<file path="src/rtl/mirfak_issue_ctrl.sv">
// Mirfak decode-stage issue controller: IF/ID register, 32-entry RAW/WAW scoreboard,
// bounded in-flight counter and a fence drain FSM deciding when ID may issue to EX.
module mirfak_issue_ctrl #(
    parameter int MAX_OUTSTANDING = 4,
    parameter int CNT_W           = 3
) (
    input  logic             clk_i,
    input  logic             rst_ni,
    input  logic             if_valid_i,
    input  logic [31:0]      if_instr_i,
    output logic             if_ready_o,
    output logic [31:0]      id_instr_o,
    input  logic             id_rs1_use_i,
    input  logic             id_rs2_use_i,
    input  logic             id_rd_we_i,
    input  logic             id_fence_i,
    output logic             ex_valid_o,
    input  logic             ex_ready_i,
    output logic [31:0]      ex_instr_o,
    input  logic             cmp_valid_i,
    input  logic             cmp_we_i,
    input  logic [4:0]       cmp_rd_i,
    input  logic             flush_i,
    output logic             busy_o,
    output logic             err_o
);

    typedef enum logic {
        RUN   = 1'b0,
        DRAIN = 1'b1
    } state_e;

    state_e           state_q, state_d;
    logic             idValid_q, idValid_d;
    logic [31:0]      idInstr_q, idInstr_d;
    logic [31:0]      sb_q, sb_d;
    logic [CNT_W-1:0] count_q, count_d;
    logic             err_q, err_d;

    logic [4:0]  rs1, rs2, rd;
    logic        hazard, full, countZero, fenceBlock;
    logic        exValid, issue, ifReady, load;
    logic [31:0] setMask, clrMask;

    assign rs1 = idInstr_q[19:15];
    assign rs2 = idInstr_q[24:20];
    assign rd  = idInstr_q[11:7];

    // Hazard looks only at the registered scoreboard, so a completion frees its
    // register one cycle later; sb[0] is held at zero which keeps x0 hazard-free.
    assign hazard = (id_rs1_use_i & sb_q[rs1])
                  | (id_rs2_use_i & sb_q[rs2])
                  | (id_rd_we_i   & sb_q[rd]);

    assign countZero  = (count_q == '0);
    assign full       = (count_q == CNT_W'(MAX_OUTSTANDING));
    assign fenceBlock = id_fence_i & ~countZero;

    assign exValid = idValid_q & ~hazard & ~full & ~fenceBlock & ~flush_i;
    assign issue   = exValid & ex_ready_i;
    assign ifReady = ~flush_i & (~idValid_q | issue) & (state_q != DRAIN);
    assign load    = if_valid_i & ifReady;

    assign if_ready_o = ifReady;
    assign ex_valid_o = exValid;
    assign id_instr_o = idInstr_q;
    assign ex_instr_o = idInstr_q;
    assign busy_o     = idValid_q | ~countZero;
    assign err_o      = err_q;

    always_ff @(posedge clk_i or negedge rst_ni) begin
        if (!rst_ni) begin
            state_q <= RUN;
        end else begin
            state_q <= state_d;
        end
    end

    always_comb begin
        state_d = state_q;
        case (state_q)
            RUN: begin
                if (idValid_q && id_fence_i && !countZero) begin
                    state_d = DRAIN;
                end
            end
            DRAIN: begin
                if (countZero) begin
                    state_d = RUN;
                end
            end
            default: state_d = RUN;
        endcase
        if (flush_i) begin
            state_d = RUN;
        end
    end

    // ID register: flush beats a new load, which beats the issue-clear.
    always_comb begin
        idValid_d = idValid_q;
        idInstr_d = idInstr_q;
        if (flush_i) begin
            idValid_d = 1'b0;
        end else if (load) begin
            idValid_d = 1'b1;
            idInstr_d = if_instr_i;
        end else if (issue) begin
            idValid_d = 1'b0;
        end
    end

    always_comb begin
        setMask = '0;
        clrMask = '0;
        if (issue && id_rd_we_i) begin
            setMask = 32'd1 << rd;
        end
        if (cmp_valid_i && cmp_we_i) begin
            clrMask = 32'd1 << cmp_rd_i;
        end
        sb_d    = (sb_q & ~clrMask) | setMask;
        sb_d[0] = 1'b0;
    end

    // A completion with nothing outstanding is a protocol error; the counter saturates at zero.
    always_comb begin
        count_d = count_q;
        err_d   = err_q;
        case ({issue, cmp_valid_i})
            2'b10: count_d = count_q + CNT_W'(1);
            2'b01: begin
                if (countZero) begin
                    err_d = 1'b1;
                end else begin
                    count_d = count_q - CNT_W'(1);
                end
            end
            default: count_d = count_q;
        endcase
    end

    always_ff @(posedge clk_i or negedge rst_ni) begin
        if (!rst_ni) begin
            idValid_q <= 1'b0;
            idInstr_q <= '0;
            sb_q      <= '0;
            count_q   <= '0;
            err_q     <= 1'b0;
        end else begin
            idValid_q <= idValid_d;
            idInstr_q <= idInstr_d;
            sb_q      <= sb_d;
            count_q   <= count_d;
            err_q     <= err_d;
        end
    end

endmodule

</file>
<file path="config.mk">
export PLATFORM = sky130hd
export DESIGN_NAME = mirfak_issue_ctrl
export DESIGN_NICKNAME = d
export VERILOG_FILES = /design/src/rtl/mirfak_issue_ctrl.sv
export SDC_FILE = /design/constraint.sdc
export NUM_CORES = 1
export LEC_CHECK = 0
export BUFFER_PORTS_ARGS = -buffer_cell sky130_fd_sc_hd__buf_2
export CORE_MARGIN = 3
export CORE_UTILIZATION = 40
export CTS_CLUSTER_DIAMETER = 80
export DETAILED_ROUTE_END_ITERATION = 16
export HOLD_SLACK_MARGIN = 0.06
export PLACE_DENSITY = 0.63
export SYNTH_ARGS = -nofsm -noshare
export SYNTH_HDL_FRONTEND = slang
export SYNTH_SLANG_ARGS = --single-unit
</file>
<file path="constraint.sdc">
create_clock -name clk_i -period 4.2 [get_ports clk_i]
set_input_delay 0.63 -clock clk_i [delete_from_list [all_inputs] [get_ports clk_i]]
set_output_delay 0.63 -clock clk_i [all_outputs]
set_load 0.005 [all_outputs]
</file>
After elaboration in Yosys (flattened, before gate mapping):

Index checks and enable logic that the tools add are counted.

* register bits after elaboration: 69
* bits in latches: 0
* RAM bits: 0
* bits in read-only memories: 0
* output and inout port bits: 68
* word-level logic and storage cells: 71
* memories kept: 0

* $add $sub $neg: 2
* multipliers: 0
* divide/modulo/power cells: 0
* $lt $le $gt $ge: 3
* eq/ne operators: 4
* shift-type cells: 2
* multiplexer cells: 17
* bitwise logic cells: 26
* reduce and logical (&&, ||, !) cells: 11

Operators with widths (count)
* 32-bit 2-to-1 mux: 2
* 1-bit by 5-bit << shifter with 32-bit output, first input constant: 2
* 32-bit AND: 1
* 32-bit inverter: 1
* 32-bit bitwise OR: 1
* 5-bit by 6-bit less-than comparator with 1-bit output, second input constant: 3
* 1-bit binary-select mux with 5-bit select: 3
* 1-bit AND: 12
* 1-bit 2-to-1 mux: 9
* 1-bit inverter: 7
* 3-bit one-hot mux with 2 select lines: 1
* 2-bit AND reduction: 3
* 1-bit logical AND: 4
* 1-bit bitwise OR: 4
* 3-bit by 1-bit adder with 3-bit output, second input constant: 1
* 3-bit == test, second input constant: 1
* 3-bit zero test: 1
* 3-bit 2-to-1 mux: 1
* 3-bit nonzero test: 1
* 3-bit by 1-bit subtractor with 3-bit output, second input constant: 1
* 2-bit by 1-bit == test with 1-bit output, second input constant: 1
* 2-bit == test, second input constant: 1
* 2-bit inequality test, second input constant: 1
* 1-bit one-hot mux with 2 select lines: 1
* 2 further kinds: 2

Longest topological paths before layout:

Gate-level depths: netlist of run 1.

* depth after elaboration: 17
* mapped depth: 12
* mapped depth without buffers: 11

Worst setup path before layout of run 1:

No wires, ideal clock.

* kind: flip-flop to flip-flop
* start: register idInstr_q[8] (netlist: ex_instr_o[8])
* end: register count_q[1]
* arrival time: 2.796 ns
* slack: 1.269 ns
* cell stages (with the launch flop): 13
* clock period less this slack: 2.931 ns
* path through: dfrtp_1 clkbuf_1 nor2b_1 a221oi_1 or3_1 o21ai_0 nor3_1 nand3_2 nand2_1 fa_1 inv_1 o31ai_1 o22ai_1

* word-level cells in the longest chain between the ends: 13
* elaborated cells on any way between the ends: 16

Ends and longest elaborated chain
* start, declared: line 35 `logic [31:0] idInstr_q, idInstr_d;`
* start signal, assigned: line 152 `idInstr_q <= idInstr_d;`
* 1-bit binary-select mux with 5-bit select (*): line 53 `| (id_rd_we_i & sb_q[rd]);`
* 1-bit 2-to-1 mux (implied by the code) (*): line 53
* 1-bit AND (*): line 53
* 1-bit bitwise OR (*): line 53
* 1-bit inverter (*): line 59 `assign exValid = idValid_q & ~hazard & ~full & ~fenceBlock & ~flush_i;`
* 1-bit AND (*) (4 in series): line 59
* 1-bit AND (*): line 60 `assign issue = exValid & ex_ready_i;`
* 2-bit by 1-bit == test with 1-bit output or 2-bit == test (tied branches): line 130 `case ({issue, cmp_valid_i})`
* 2-bit inequality test (no source line) or 2-bit nonzero test (tied branches)
* 2-bit AND reduction (no source line)
* end signal, assigned: line 154 `count_q <= count_d;`
* end, declared: line 37 `logic [CNT_W-1:0] count_q, count_d;`

Every way passes the cells marked *; elsewhere a longest branch is shown, timed or not. The select of a mux whose other input is x is not followed.
A chain may end at the register's enable or synchronous reset.

Final worst setup path of run 1:

* start: register idInstr_q[20] (netlist: ex_instr_o[20])
* end: output if_ready_o

* word-level cells in the longest chain between the ends: 14

Ends and longest elaborated chain
* 1-bit binary-select mux with 5-bit select: line 52 `| (id_rs2_use_i & sb_q[rs2])`
* 1-bit 2-to-1 mux (implied by the code): line 52
* 1-bit AND: line 52
* 1-bit bitwise OR: line 52
* 1-bit bitwise OR: line 53
* 1-bit inverter: line 59
* 1-bit AND (4 in series): line 59
* 1-bit AND: line 60
* 1-bit bitwise OR: line 61 `assign ifReady = ~flush_i & (~idValid_q | issue) & (state_q != DRAIN);`
* 1-bit AND (2 in series): line 61
* end, declared: line 11 `output logic if_ready_o,`

Every way passes these cells. The select of a mux whose other input is x is not followed.

==> metrics.md, run 1 <==
| Metric | Value |
|---|---|
| Status | finished clean |
| Asr flop ratio synth | 1.000 |
| Netlist cell types | 44 |
| Synthesized flop and latch total | 69 |
| F_max | 0.2762 GHz |
| Std cell rows | 36 |
| CP startpoint | ex_instr_o[20]$_DFFE_PN0P_ |
| Prevailing post-synth register cell | dfrtp_1 |
| WS Path Type | reg -> out |
| DR iter-0 viols | 270 |
| Core Util, Final | 0.4799 |
| # Post-CTS Setup Buffers | 0 |
| RSZ-0062 raised after global routing | no |
| Hold Buf Count CTS | 0 |
| Chip width | 107.7 um |
| Setup Viol. Count Final | 0 |
| CTS Buf Count | 9 |
| Setup tns final | 0 ns |
| Post-Route WL | 10430 um |
| Maximum Capacitance Violations | 0 |
| PostCTS Resize Cnt | 0 |
| Deepest clock path buffer count | 2 |
| CTS tree | yes |
| Synth warn | 0 |
| Clk sink count | 69 |
| Peak VDD IR | 0.2311 mV |
| Fill cell count | 923 |
| Crit share post-route | 0.8621 |
| R2R depth | 9 |
| Cells after synthesis | 345 |
| Starting Density | 0.4173 |
| Reg2reg setup slack | 0.92 ns |
| Initial antenna violation count | 0 |
| Slew HR | 0.3365 |
| Share of cells above drive strength 1 | 0.4558 |
| Via count | 3055 |
| Sequential share of the synthesized area | 0.4175 |
| Reg clk slew, reported paths | 0.08 ns |
| First-pass GRT wire length | 16230 um |
| Antenna diodes | 0 |
| Hold crit path type | in -> async |
| CORE AREA | 9910 um^2 |
| CP endpoint kind | output port |
| Fin nets | 475 |
| Port-buffer cells | 115 |
| CP Max Fanout | 11 |
| I/O pins | 116 |
| Worst slew pin tran | 0.9931 ns |
| Critical path required time | 3.57 ns |
| Fin. Hold Viols | 0 |
| CP Data Arrival Time | 2.99 ns |
| Initial DRT Pass Iterations | 4 |
| H-tree Lvls | 3 |
| Critical Path Start Type | register |
| Number of synthesized flops with an enable pin | 0 |
| Syn avg cell area | 11.99 um^2 |
| Die Span Y | 107.7 um |
| Skew final | 0.01182 ns |
| WL/cell | 18.53 um |
| Detailed placer's ending HPWL | 7839 um |
| Synth top area cells | dfrtp_1 42%, mux4_2 11%, mux2_4 11% |
| Fin. max-slew vios | 0 |
| Post-synth top area share | 0.4175 |
| GPL Wtd Cong | 0.9315 |
| Cell Pwr Density | 512.7 nW/um^2 |
| Synth area leader | dfrtp_1 |
| Largest net degree at the start of global routing | 44 |
| Global route overflow | 0 |
| Area growth syn-to-layout | 15.01% |
| Clk_lat worst skew | 0.35 ns |
| Crit path to | if_ready_o |
| Reg-to-Reg End | ex_instr_o[7]$_DFFE_PN0P_ |
| Mapped cell area | 4135 um^2 |
| Vias per std cell | 5.426 |
| Reg2reg start | ex_instr_o[20]$_DFFE_PN0P_ |
| Total GRT Usage | 0.1845 |
| Vias in the first global route | 2962 |
| Clk root buf | clkbuf_8 |
| Full die area | 11590 um^2 |
| Pleak | 2.235 nW |
| Mapped Nets | 394 |
| Final min period | 3.621 ns |
| DRC | 0 |
| ANT nets after route | 0 |
## area by class of cell
type,instances,area [um^2],share of cell area
sequential,69,1727,0.3631
timing repair buffer,120,613.1,0.1289
multi-input combinational,221,2051,0.4312
tap,133,166.4,0.03499
clock buffer,10,127.6,0.02683
clock inverter,5,52.55,0.01105
inverter,5,18.77,0.003946
## sequential cells by signal, summed over array words and instances (netlist names)
| signal | flops |
|---|---|
| ex_instr_o | 32 |
| sb_q | 31 |
| count_q | 3 |
| err_o | 1 |
| idValid_q | 1 |
| state_q | 1 |
## metrics by stage
| stage | cells | area (um^2) | power, W | hold slack [ns] | setup slack [ns] |
|---|---|---|---|---|---|
| 6_report | 563 | 4756 | 0.002438 | 0.4203 | 0.5792 |
| 3_5_place_dp | 548 | 4576 | 0.001940 | 0.4908 | 0.8959 |
| 2_1_floorplan | 345 | 4135 | 0.001707 | 0.3344 | 1.269 |
| 3_3_place_gp | 548 | 4576 | 0.001925 | 0.4769 | 0.9299 |
| 4_1_cts | 563 | 4756 | 0.002458 | 0.4573 | 0.5325 |
| 5_1_grt | 563 | 4756 | 0.002606 | 0.4936 | 0.3615 |
## layout by cell type (no fill, tap or decap), drive strengths merged, types with 5 or more instances in the layout
cell type  netlist  final
a32o             8      8
nand2b           8      8
nand2           43     43
inv              5      5
mux2i            7      7
nor2b            7      7
nor2            10     10
nor3            10     10
mux2            37     37
mux4            21     21
buf             42    120
clkbuf           8     10
nor3b            6      6
dfrtp           69     69
a22o            23     23
## synth_stat cells (4+ instances only)
cell and instances:
nor3_1 10, a32o_1 8, buf_4 33, nor3b_1 6, inv_1 5, mux2i_1 7, mux4_2 21, clkbuf_1 8
mux2_2 8, a22o_1 23, nand2_1 43, nor2b_1 7, mux2_4 29, buf_2 4, a21oi_1 4, nand2b_1 8
nor2_1 10, dfrtp_1 69
## routing by layer
layer | part of all wire | up-vias | global-route usage
met2 | 0.44 | 155 | 0.2629
met1 | 0.43 | 1473 | 0.2671
met3 | 0.10 | 20 | 0.03659
met5 | 0 | - | 0
li1 | - | 1407 | -
met4 | 0.029 | 0 | 0.09197
## report_power, final
group / total, W / internal [W] / switching [W]
clock network: 0.000519 / 0.000268 / 0.000251
logic: 0.000847 / 0.000512 / 0.000334
registers: 0.00107 / 0.000811 / 0.000262
## logic make-up (layout without fill, tap and decap cells)
logic type,Yosys count,in the layout,synth area share
AO/OA/AOI/OAI,53,53,0.1047
XOR/XNOR,2,2,0.004237
adder cells (fa/ha/maj),1,1,0.004841
buffers and inverters,55,140,0.08654
flip-flops,69,69,0.4176
multiplexers,65,65,0.2584
AND/OR/NAND/NOR,100,100,0.1238
## worst min-delay path by stage
stage,start,end,slack [ns],cells after the start
after floorplan,rst_ni,count_q[0]$_DFFE_PN0P_,0.33,0
after global placement,err_o$_DFFE_PN0P_,err_o$_DFFE_PN0P_,0.48,1
after detailed placement,err_o$_DFFE_PN0P_,err_o$_DFFE_PN0P_,0.49,1
after CTS,rst_ni,ex_instr_o[28]$_DFFE_PN0P_,0.46,1
after global routing,flush_i,state_q$_DFF_PN0_,0.49,2
final,rst_ni,ex_instr_o[28]$_DFFE_PN0P_,0.42,1
## critical path: stages (launching register included)
cell	delay [ns]
dfrtp_1	0.64
mux4_2	0.56
mux2_2	0.28
o221ai_1	0.18
a21oi_1	0.08
or3_1	0.42
o21ai_2	0.22
and2_1	0.15
buf_2	0.11
Note: power is estimated with default switching activity, not from simulation.
==> run 2: changes to the inputs <==
--- a/config.mk
+++ b/config.mk
@@ -12,6 +12,7 @@
 export DETAILED_ROUTE_END_ITERATION = 16
 export HOLD_SLACK_MARGIN = 0.06
 export PLACE_DENSITY = 0.63
+export REMOVE_ABC_BUFFERS = 1
 export SYNTH_ARGS = -nofsm -noshare
 export SYNTH_HDL_FRONTEND = slang
 export SYNTH_SLANG_ARGS = --single-unit
==> metrics.md, run 2 (synthesized netlist as in run 1, its figures left out) <==
| Metric | Value |
|---|---|
| Fill cell count | 908 (was 923) |
| CORE AREA | 9910 um^2 (unchanged) |
| Setup Slack @ Placement | 0.7243 ns (was 0.8959 ns) |
| Initial DRT Pass Iterations | 5 (was 4) |
| Maximum Capacitance Violations | 0 (unchanged) |
| Initial antenna violation count | 0 (unchanged) |
| Hold Buf Count CTS | 0 (unchanged) |
| Final min period | 3.793 ns (was 3.621 ns) |
| Most frequent cells in the layout | 115 x buf_2, 69 x dfrtp_1, 43 x nand2_1, 29 x mux2_4, 23 x a22o_1 (unchanged) |
| Antenna diodes | 0 (unchanged) |
| Status | finished clean (unchanged) |
| Setup ws final | 0.4071 ns (was 0.5792 ns) |
| CTS tree | yes (unchanged) |
| DRC | 0 (unchanged) |
| CP max stage cell | dfrtp_1 (unchanged) |
| Fin. max-slew vios | 0 (unchanged) |
| Hold Slack | 0.3661 ns (was 0.4203 ns) |
| Cell Pwr Density | 532.2 nW/um^2 (was 512.7 nW/um^2) |
| Die Span Y | 107.7 um (unchanged) |
| PostCTS Resize Cnt | 0 (unchanged) |
| Worst slew pin tran | 0.9457 ns (was 0.9931 ns) |
| Most common cell after layout, fill and taps aside | buf_2 (unchanged) |
| Max incr delay on CP | 0.72 ns (was 0.64 ns) |
| Via count | 3113 (was 3055) |
| Starting Density | 0.4173 (unchanged) |
| Deepest clock path buffer count | 2 (unchanged) |
| Chip width | 107.7 um (unchanged) |
| Post-Route WL | 10600 um (was 10430 um) |
| Largest net degree at the start of global routing | 37 (was 44) |
| WL/cell | 18.80 um (was 18.53 um) |
| DR iter-0 viols | 276 (was 270) |
| Clk root buf | clkbuf_8 (unchanged) |
| Detailed placer's ending HPWL | 7906 um (was 7839 um) |
| GPL Wtd Cong | 0.8933 (was 0.9315) |
| Critical Path Start Type | register (unchanged) |
| Share of cells above drive strength 1 | 0.4594 (was 0.4558) |
| Overall power | 0.002564 W (was 0.002438 W) |
| Slew HR | 0.3682 (was 0.3365) |
| Full die area | 11590 um^2 (unchanged) |
| WS Path Type | reg -> out (unchanged) |
| Area growth syn-to-layout | 16.49% (was 15.01%) |
| Vias per std cell | 5.520 (was 5.426) |
| Comb pwr share | 0.331 (was 0.347) |
| Std cell rows | 36 (unchanged) |
| First-pass GRT wire length | 16350 um (was 16230 um) |
| Clock power frac | 0.245 (was 0.213) |
| Total GRT Usage | 0.1842 (was 0.1845) |
| Vias in the first global route | 3010 (was 2962) |
| Fin nets | 475 (unchanged) |
| CP endpoint kind | output port (unchanged) |
| RSZ-0062 raised after global routing | no (unchanged) |
| Clk sink count | 69 (unchanged) |
| Setup Viol. Count Final | 0 (unchanged) |
| Max reg flops | 32 (unchanged) |
| CTS Buf Count | 9 (unchanged) |
| Register area | 1727 um^2 (unchanged) |
| Peak VDD IR | 0.3364 mV (was 0.2311 mV) |
| Fin. Hold Viols | 0 (unchanged) |
| Psw | 0.0008947 W (was 0.0008473 W) |
| CP Max Fanout | 11 (unchanged) |
| Hold crit path type | in -> async (unchanged) |
| Pleak | 2.262 nW (was 2.235 nW) |
| CP startpoint | ex_instr_o[20]$_DFFE_PN0P_ (unchanged) |
| H-tree Lvls | 3 (unchanged) |
| Critical path required time | 3.57 ns (about the same) |
| Switching share of power | 0.3490 (was 0.3475) |
| Total internal power | 0.001669 W (was 0.001591 W) |
| Skew final | 0.008150 ns (was 0.01182 ns) |
| Multi-input gate area | 2051 um^2 (unchanged) |
| Port-buffer cells | 115 (unchanged) |
| CP Data Arrival Time | 3.16 ns (was 2.99 ns) |
| ANT nets after route | 0 (unchanged) |
| Reg clk slew, reported paths | 0.08 ns (about the same) |
| Reg2reg start | ex_instr_o[20]$_DFFE_PN0P_ (unchanged) |
| # Post-CTS Setup Buffers | 0 (unchanged) |
| Global route overflow | 0 (unchanged) |
| Setup tns final | 0 ns (unchanged) |
| Clk_lat worst skew | 0.35 ns (about the same) |
| F_max | 0.2637 GHz (was 0.2762 GHz) |
| I/O pins | 116 (unchanged) |
| Sequential power share | 0.424 (was 0.440) |
| Crit share post-route | 0.9031 (was 0.8621) |
| Worst-path cell chain | mux4_2 > mux2_2 > o221ai_1 > a21oi_1 > or3_1 > o21ai_2 > and2_1 > buf_2 (unchanged) |
==> run 2: changes by cell type in the layout (fill, tap and decap cells not counted), sizes merged <==
cell    change
inv         +4
clkinv      -3
bufinv      +1
clkbuf      -1
==> run 2: worst paths after layout <==
| path | to | slack [ns] | cells past startpoint |
|---|---|---|---|
| max | if_ready_o | 0.41 | 8 |
| min | ex_instr_o[0]$_DFFE_PN0P_ | 0.37 | 1 |
| max reg2reg | ex_instr_o[7]$_DFFE_PN0P_ | 0.74 | 9 |
| min reg2reg | err_o$_DFFE_PN0P_ | 0.48 | 1 |
| max in group asynchronous | ex_instr_o[25]$_DFFE_PN0P_ | 2.90 | 2 |
| min in group clk_i | state_q$_DFF_PN0_ | 0.48 | 2 |
==> run 2: routing by layer <==
metal,global-route usage,wire (um),share of wire
met2,0.2940,5307,0.50
met3,0.04559,765,0.072
met5,0,0,0
met4,0.04328,145,0.014
met1,0.2536,4385,0.41
==> run 2: metrics by stage <==
step	util	cells	cell area, um^2
after floorplan	-	295	3796
after global placement	0.4630	548	4588
after detailed placement	0.4630	548	4588
after CTS	0.4861	564	4817
after global routing	0.4861	564	4817
final	0.4861	564	4817
==> run 2: final cells by class <==
| class | count | share of cell area |
|---|---|---|
| Timing Repair Buffer | 120 | 0.1299 |
| Inverter | 5 | 0.003896 |
| Clock inverter | 7 | 0.02182 |
| Clock buffer | 9 | 0.02571 |
| Sequential cell | 69 | 0.3584 |
| Multi-Input combinational cell | 221 | 0.4257 |
| Tap cell | 133 | 0.03455 |
==> run 2: power groups by stage <==
stage | combinational, W | clock, W | sequential, W
2_1_floorplan | 0.000470 | 0 | 0.00106
5_1_grt | 0.000928 | 0.000669 | 0.00112
4_1_cts | 0.000856 | 0.000637 | 0.00109
3_3_place_gp | 0.000845 | 0 | 0.00109
6_report | 0.000848 | 0.000629 | 0.00109
3_5_place_dp | 0.000854 | 0 | 0.00110
==> run 2: critical path, delay by kind of cell (launching register included) <==
family	cells	cell delay, ns
compound gates	3	0.51
buf+inv	1	0.11
flops	1	0.72
mux	2	0.89
simple gates	2	0.59
==> run 3: changes to the inputs <==
--- a/config.mk
+++ b/config.mk
@@ -5,13 +5,14 @@
 export SDC_FILE = /design/constraint.sdc
 export NUM_CORES = 1
 export LEC_CHECK = 0
+export ABC_AREA = 1
 export BUFFER_PORTS_ARGS = -buffer_cell sky130_fd_sc_hd__buf_2
 export CORE_MARGIN = 3
 export CORE_UTILIZATION = 40
 export CTS_CLUSTER_DIAMETER = 80
 export DETAILED_ROUTE_END_ITERATION = 16
 export HOLD_SLACK_MARGIN = 0.06
-export PLACE_DENSITY = 0.63
+export PLACE_DENSITY = 0.62
 export REMOVE_ABC_BUFFERS = 1
 export SYNTH_ARGS = -nofsm -noshare
 export SYNTH_HDL_FRONTEND = slang
==> constraint.sdc (replaced) <==
create_clock -name clk_i -period 4.2 [get_ports clk_i]
set_input_delay 0.84 -clock clk_i [delete_from_list [all_inputs] [get_ports clk_i]]
set_output_delay 0.84 -clock clk_i [all_outputs]
set_load 0.005 [all_outputs]
==> metrics.md, run 3 <==
| Metric | Value |
|---|---|
| Status | finished clean (unchanged) |
| Total GRT Usage | 0.2228 (was 0.1842) |
| Psw | 0.001170 W (was 0.0008947 W) |
| CORE AREA | 10980 um^2 (was 9910 um^2) |
| Std cell rows | 38 (was 36) |
| DR iter-0 viols | 447 (was 276) |
| Vias per std cell | 5.394 (was 5.520) |
| Reg2reg start | ex_instr_o[20]$_DFFE_PN0P_ (unchanged) |
| Share of cells above drive strength 1 | 0.2014 (was 0.4594) |
| Synth warn | 0 (unchanged) |
| Full die area | 12730 um^2 (was 11590 um^2) |
| Global route overflow | 0 (unchanged) |
| Detailed placer's ending HPWL | 10240 um (was 7906 um) |
| R2R depth | 15 (was 9) |
| Count leader, synth | nand2_1 (was dfrtp_1) |
| CP endpoint kind | output port (unchanged) |
| Critical path required time | 3.36 ns (was 3.57 ns) |
| Chip width | 112.8 um (was 107.7 um) |
| Clk_lat worst skew | 0.34 ns (was 0.35 ns) |
| Post-Route WL | 14080 um (was 10600 um) |
| Hold depth | 1 |
| Reg-to-Reg End | ex_instr_o[25]$_DFFE_PN0P_ (was ex_instr_o[7]$_DFFE_PN0P_) |
| Crit share post-route | 0.8376 (was 0.9031) |
| Hold Buf Count CTS | 0 (unchanged) |
| Reg2reg setup slack | 1.11 ns (was 0.74 ns) |
| I/O pins | 116 (unchanged) |
| Placed Instances | 859 (was 548) |
| CP Data Arrival Time | 2.68 ns (was 3.16 ns) |
| Initial antenna violation count | 0 (unchanged) |
| Slew HR | 0.4042 (was 0.3682) |
| Clock power frac | 0.288 (was 0.245) |
| Post-Layout Cell Count | 875 (was 564) |
| Netlist cell types | 28 (was 44) |
| Hold endpoint | err_o$_DFFE_PN0P_ |
| Deepest clock path buffer count | 2 (unchanged) |
| Cell Pwr Density | 556.2 nW/um^2 (was 532.2 nW/um^2) |
| Port-buffer cells | 115 (unchanged) |
| Number of synthesized flops with an enable pin | 0 (unchanged) |
| Via count | 4720 (was 3113) |
| Setup tns final | 0 ns (unchanged) |
| Critical Path Start Type | register (unchanged) |
| Synth area leader | dfrtp_1 (unchanged) |
| Clk root buf | clkbuf_16 (was clkbuf_8) |
| Most frequent cells in the layout | 228 x nand2_1, 115 x buf_2, 105 x nand3_1, 69 x dfrtp_1, 50 x inv_1 (was 115 x buf_2, 69 x dfrtp_1, 43 x nand2_1, 29 x mux2_4, 23 x a22o_1) |
| F_max | 0.2843 GHz (was 0.2637 GHz) |
| Initial DRT Pass Iterations | 5 (unchanged) |
| Switching share of power | 0.4045 (was 0.3490) |
| PostCTS Resize Cnt | 0 (unchanged) |
| Setup Viol. Count Final | 0 (unchanged) |
| Min-delay src | err_o$_DFFE_PN0P_ |
| CTS Buf Count | 9 (unchanged) |
| Comb pwr share | 0.356 (was 0.331) |
| Fin. Hold Viols | 0 (unchanged) |
| Largest net degree at the start of global routing | 70 (was 37) |
| Synth top area cells | dfrtp_1 38%, nand2_1 19%, nand3_1 12% (was dfrtp_1 42%, mux4_2 11%, mux2_4 11%) |
| Asr flop ratio synth | 1.000 (unchanged) |
| Mapped cell area | 4563 um^2 (was 4135 um^2) |
| DRC | 0 (unchanged) |
| CTS tree | yes (unchanged) |
| Antenna diodes | 0 (unchanged) |
| Sequential share of the synthesized area | 0.3784 (was 0.4175) |
| ANT nets after route | 0 (unchanged) |
| Starting Density | 0.4155 (was 0.4173) |
| Hold Slack | 0.4724 ns (was 0.3661 ns) |
| Reg clk slew, reported paths | 0.06 ns (was 0.08 ns) |
| Sequential power share | 0.356 (was 0.424) |
| Syn avg cell area | 6.852 um^2 (was 11.99 um^2) |
| Maximum Capacitance Violations | 0 (unchanged) |
| CP Max Fanout | 21 (was 11) |
| Fill cell count | 1144 (was 908) |
| Die Span Y | 112.8 um (was 107.7 um) |
| Synthesized flop and latch total | 69 (unchanged) |
| Area growth syn-to-layout | 13.96% (was 16.49%) |
| RSZ-0062 raised after global routing | no (unchanged) |
| Top post-synthesis cells by count | 228 x nand2_1, 105 x nand3_1, 69 x dfrtp_1 (was 69 x dfrtp_1, 43 x nand2_1, 33 x buf_4) |
| Pleak | 2.811 nW (was 2.262 nW) |
| Peak VDD IR | 0.2316 mV (was 0.3364 mV) |
| WS Path Type | reg -> out (unchanged) |
| Cells after synthesis | 666 (was 345) |
| Total internal power | 0.001722 W (was 0.001669 W) |
| Fin. max-slew vios | 0 (unchanged) |
| Skew final | 0.005249 ns (was 0.008150 ns) |
| H-tree Lvls | 3 (unchanged) |
| Hold crit path type | reg -> reg (was in -> async) |
| Clk sink count | 69 (unchanged) |
| Most common cell after layout, fill and taps aside | nand2_1 (was buf_2) |
| Final min period | 3.518 ns (was 3.793 ns) |
| Worst slew pin tran | 0.8937 ns (was 0.9457 ns) |
| Fin nets | 779 (was 475) |
| Post-synth top area share | 0.3784 (was 0.4175) |
| First-pass GRT wire length | 22720 um (was 16350 um) |
| Max reg flops | 32 (unchanged) |
| Setup Slack @ Placement | 1.057 ns (was 0.7243 ns) |
| Vias in the first global route | 4420 (was 3010) |
| # Post-CTS Setup Buffers | 0 (unchanged) |
| Prevailing post-synth register cell | dfrtp_1 (unchanged) |
| WL/cell | 16.09 um (was 18.80 um) |
| GPL Wtd Cong | 0.9565 (was 0.8933) |
| Setup ws final | 0.6822 ns (was 0.4071 ns) |
-- run 3: cell types whose count changed after synthesis, moves of 21 or more --
cell and change:
mux2_4 -29, mux4_2 -21, nor2_1 +25, nand3_1 +104
inv_1 +45, nand4_1 +34, a22o_1 -23, o21ai_0 +22
nand2_1 +185
-- run 3: power by group through the flow --
stage / Combinational [W] / Clock [W] / Sequential (W)
floorplan: 0.000561 / 0 / 0.00102
global placement: 0.00103 / 0 / 0.00103
detailed placement: 0.00102 / 0 / 0.00104
CTS: 0.00103 / 0.000849 / 0.00103
global route: 0.00117 / 0.000880 / 0.00106
finish: 0.00103 / 0.000833 / 0.00103
-- run 3: through the flow --
step	total power, W	cell area, um^2	utilization
2_1_floorplan	0.001584	4093	-
3_3_place_gp	0.002055	4876	0.4440
3_5_place_dp	0.002060	4876	0.4440
4_1_cts	0.002905	5200	0.4735
5_1_grt	0.003106	5200	0.4735
6_report	0.002892	5200	0.4735
-- run 3: kinds of logic (layout without fill, tap and decap cells) --
| kind of cell | after synthesis | after routing | synth area share |
|---|---|---|---|
| adders and majority gates | 1 | 1 | 0.004387 |
| and+or+nand+nor | 429 | 429 | 0.4165 |
| DFF | 69 | 69 | 0.3784 |
| buffers and inverters | 124 | 193 | 0.1511 |
| AOI/OAI and AO/OA | 43 | 43 | 0.04963 |
-- run 3: worst max-delay path: stages (launching register included) --
cell	delay, ns
dfrtp_1	0.75
clkinv_2	0.36
nand2_1	0.13
nand3_1	0.07
nand2_1	0.08
nand2_1	0.04
nand3_1	0.07
nand3_1	0.07
nand3_1	0.08
nand2_1	0.08
nor2_4	0.18
nand2_4	0.10
a21boi_0	0.18
buf_2	0.14
-- run 3: how the worst max path moves through the flow --
stage,depth (start not counted),from,end
5_1_grt,13,ex_instr_o[20]$_DFFE_PN0P_,if_ready_o
3_3_place_gp,13,ex_instr_o[20]$_DFFE_PN0P_,if_ready_o
2_1_floorplan,2,flush_i,if_ready_o
4_1_cts,13,ex_instr_o[20]$_DFFE_PN0P_,if_ready_o
6_report,13,ex_instr_o[20]$_DFFE_PN0P_,if_ready_o
3_5_place_dp,13,ex_instr_o[20]$_DFFE_PN0P_,if_ready_o
-- run 3: layer usage --
| metal | track usage | share of wire | vias to the layer above |
|---|---|---|---|
| met4 | 0.09135 | 0.033 | 0 |
| li1 | - | - | 2261 |
| met2 | 0.3389 | 0.45 | 224 |
| met1 | 0.3124 | 0.43 | 2199 |
| met3 | 0.04225 | 0.081 | 36 |
| met5 | 0 | 0 | - |
-- run 3: cell type report --
type	count	area, um^2	area share
clock buffers	9	225.2	0.04331
clock inverters	7	98.84	0.01901
inverters	58	219.0	0.04211
multi-input cells	473	2150	0.4134
flip-flops and latches	69	1727	0.3321
well taps	140	175.2	0.03369
repair buffers	119	605.6	0.1165
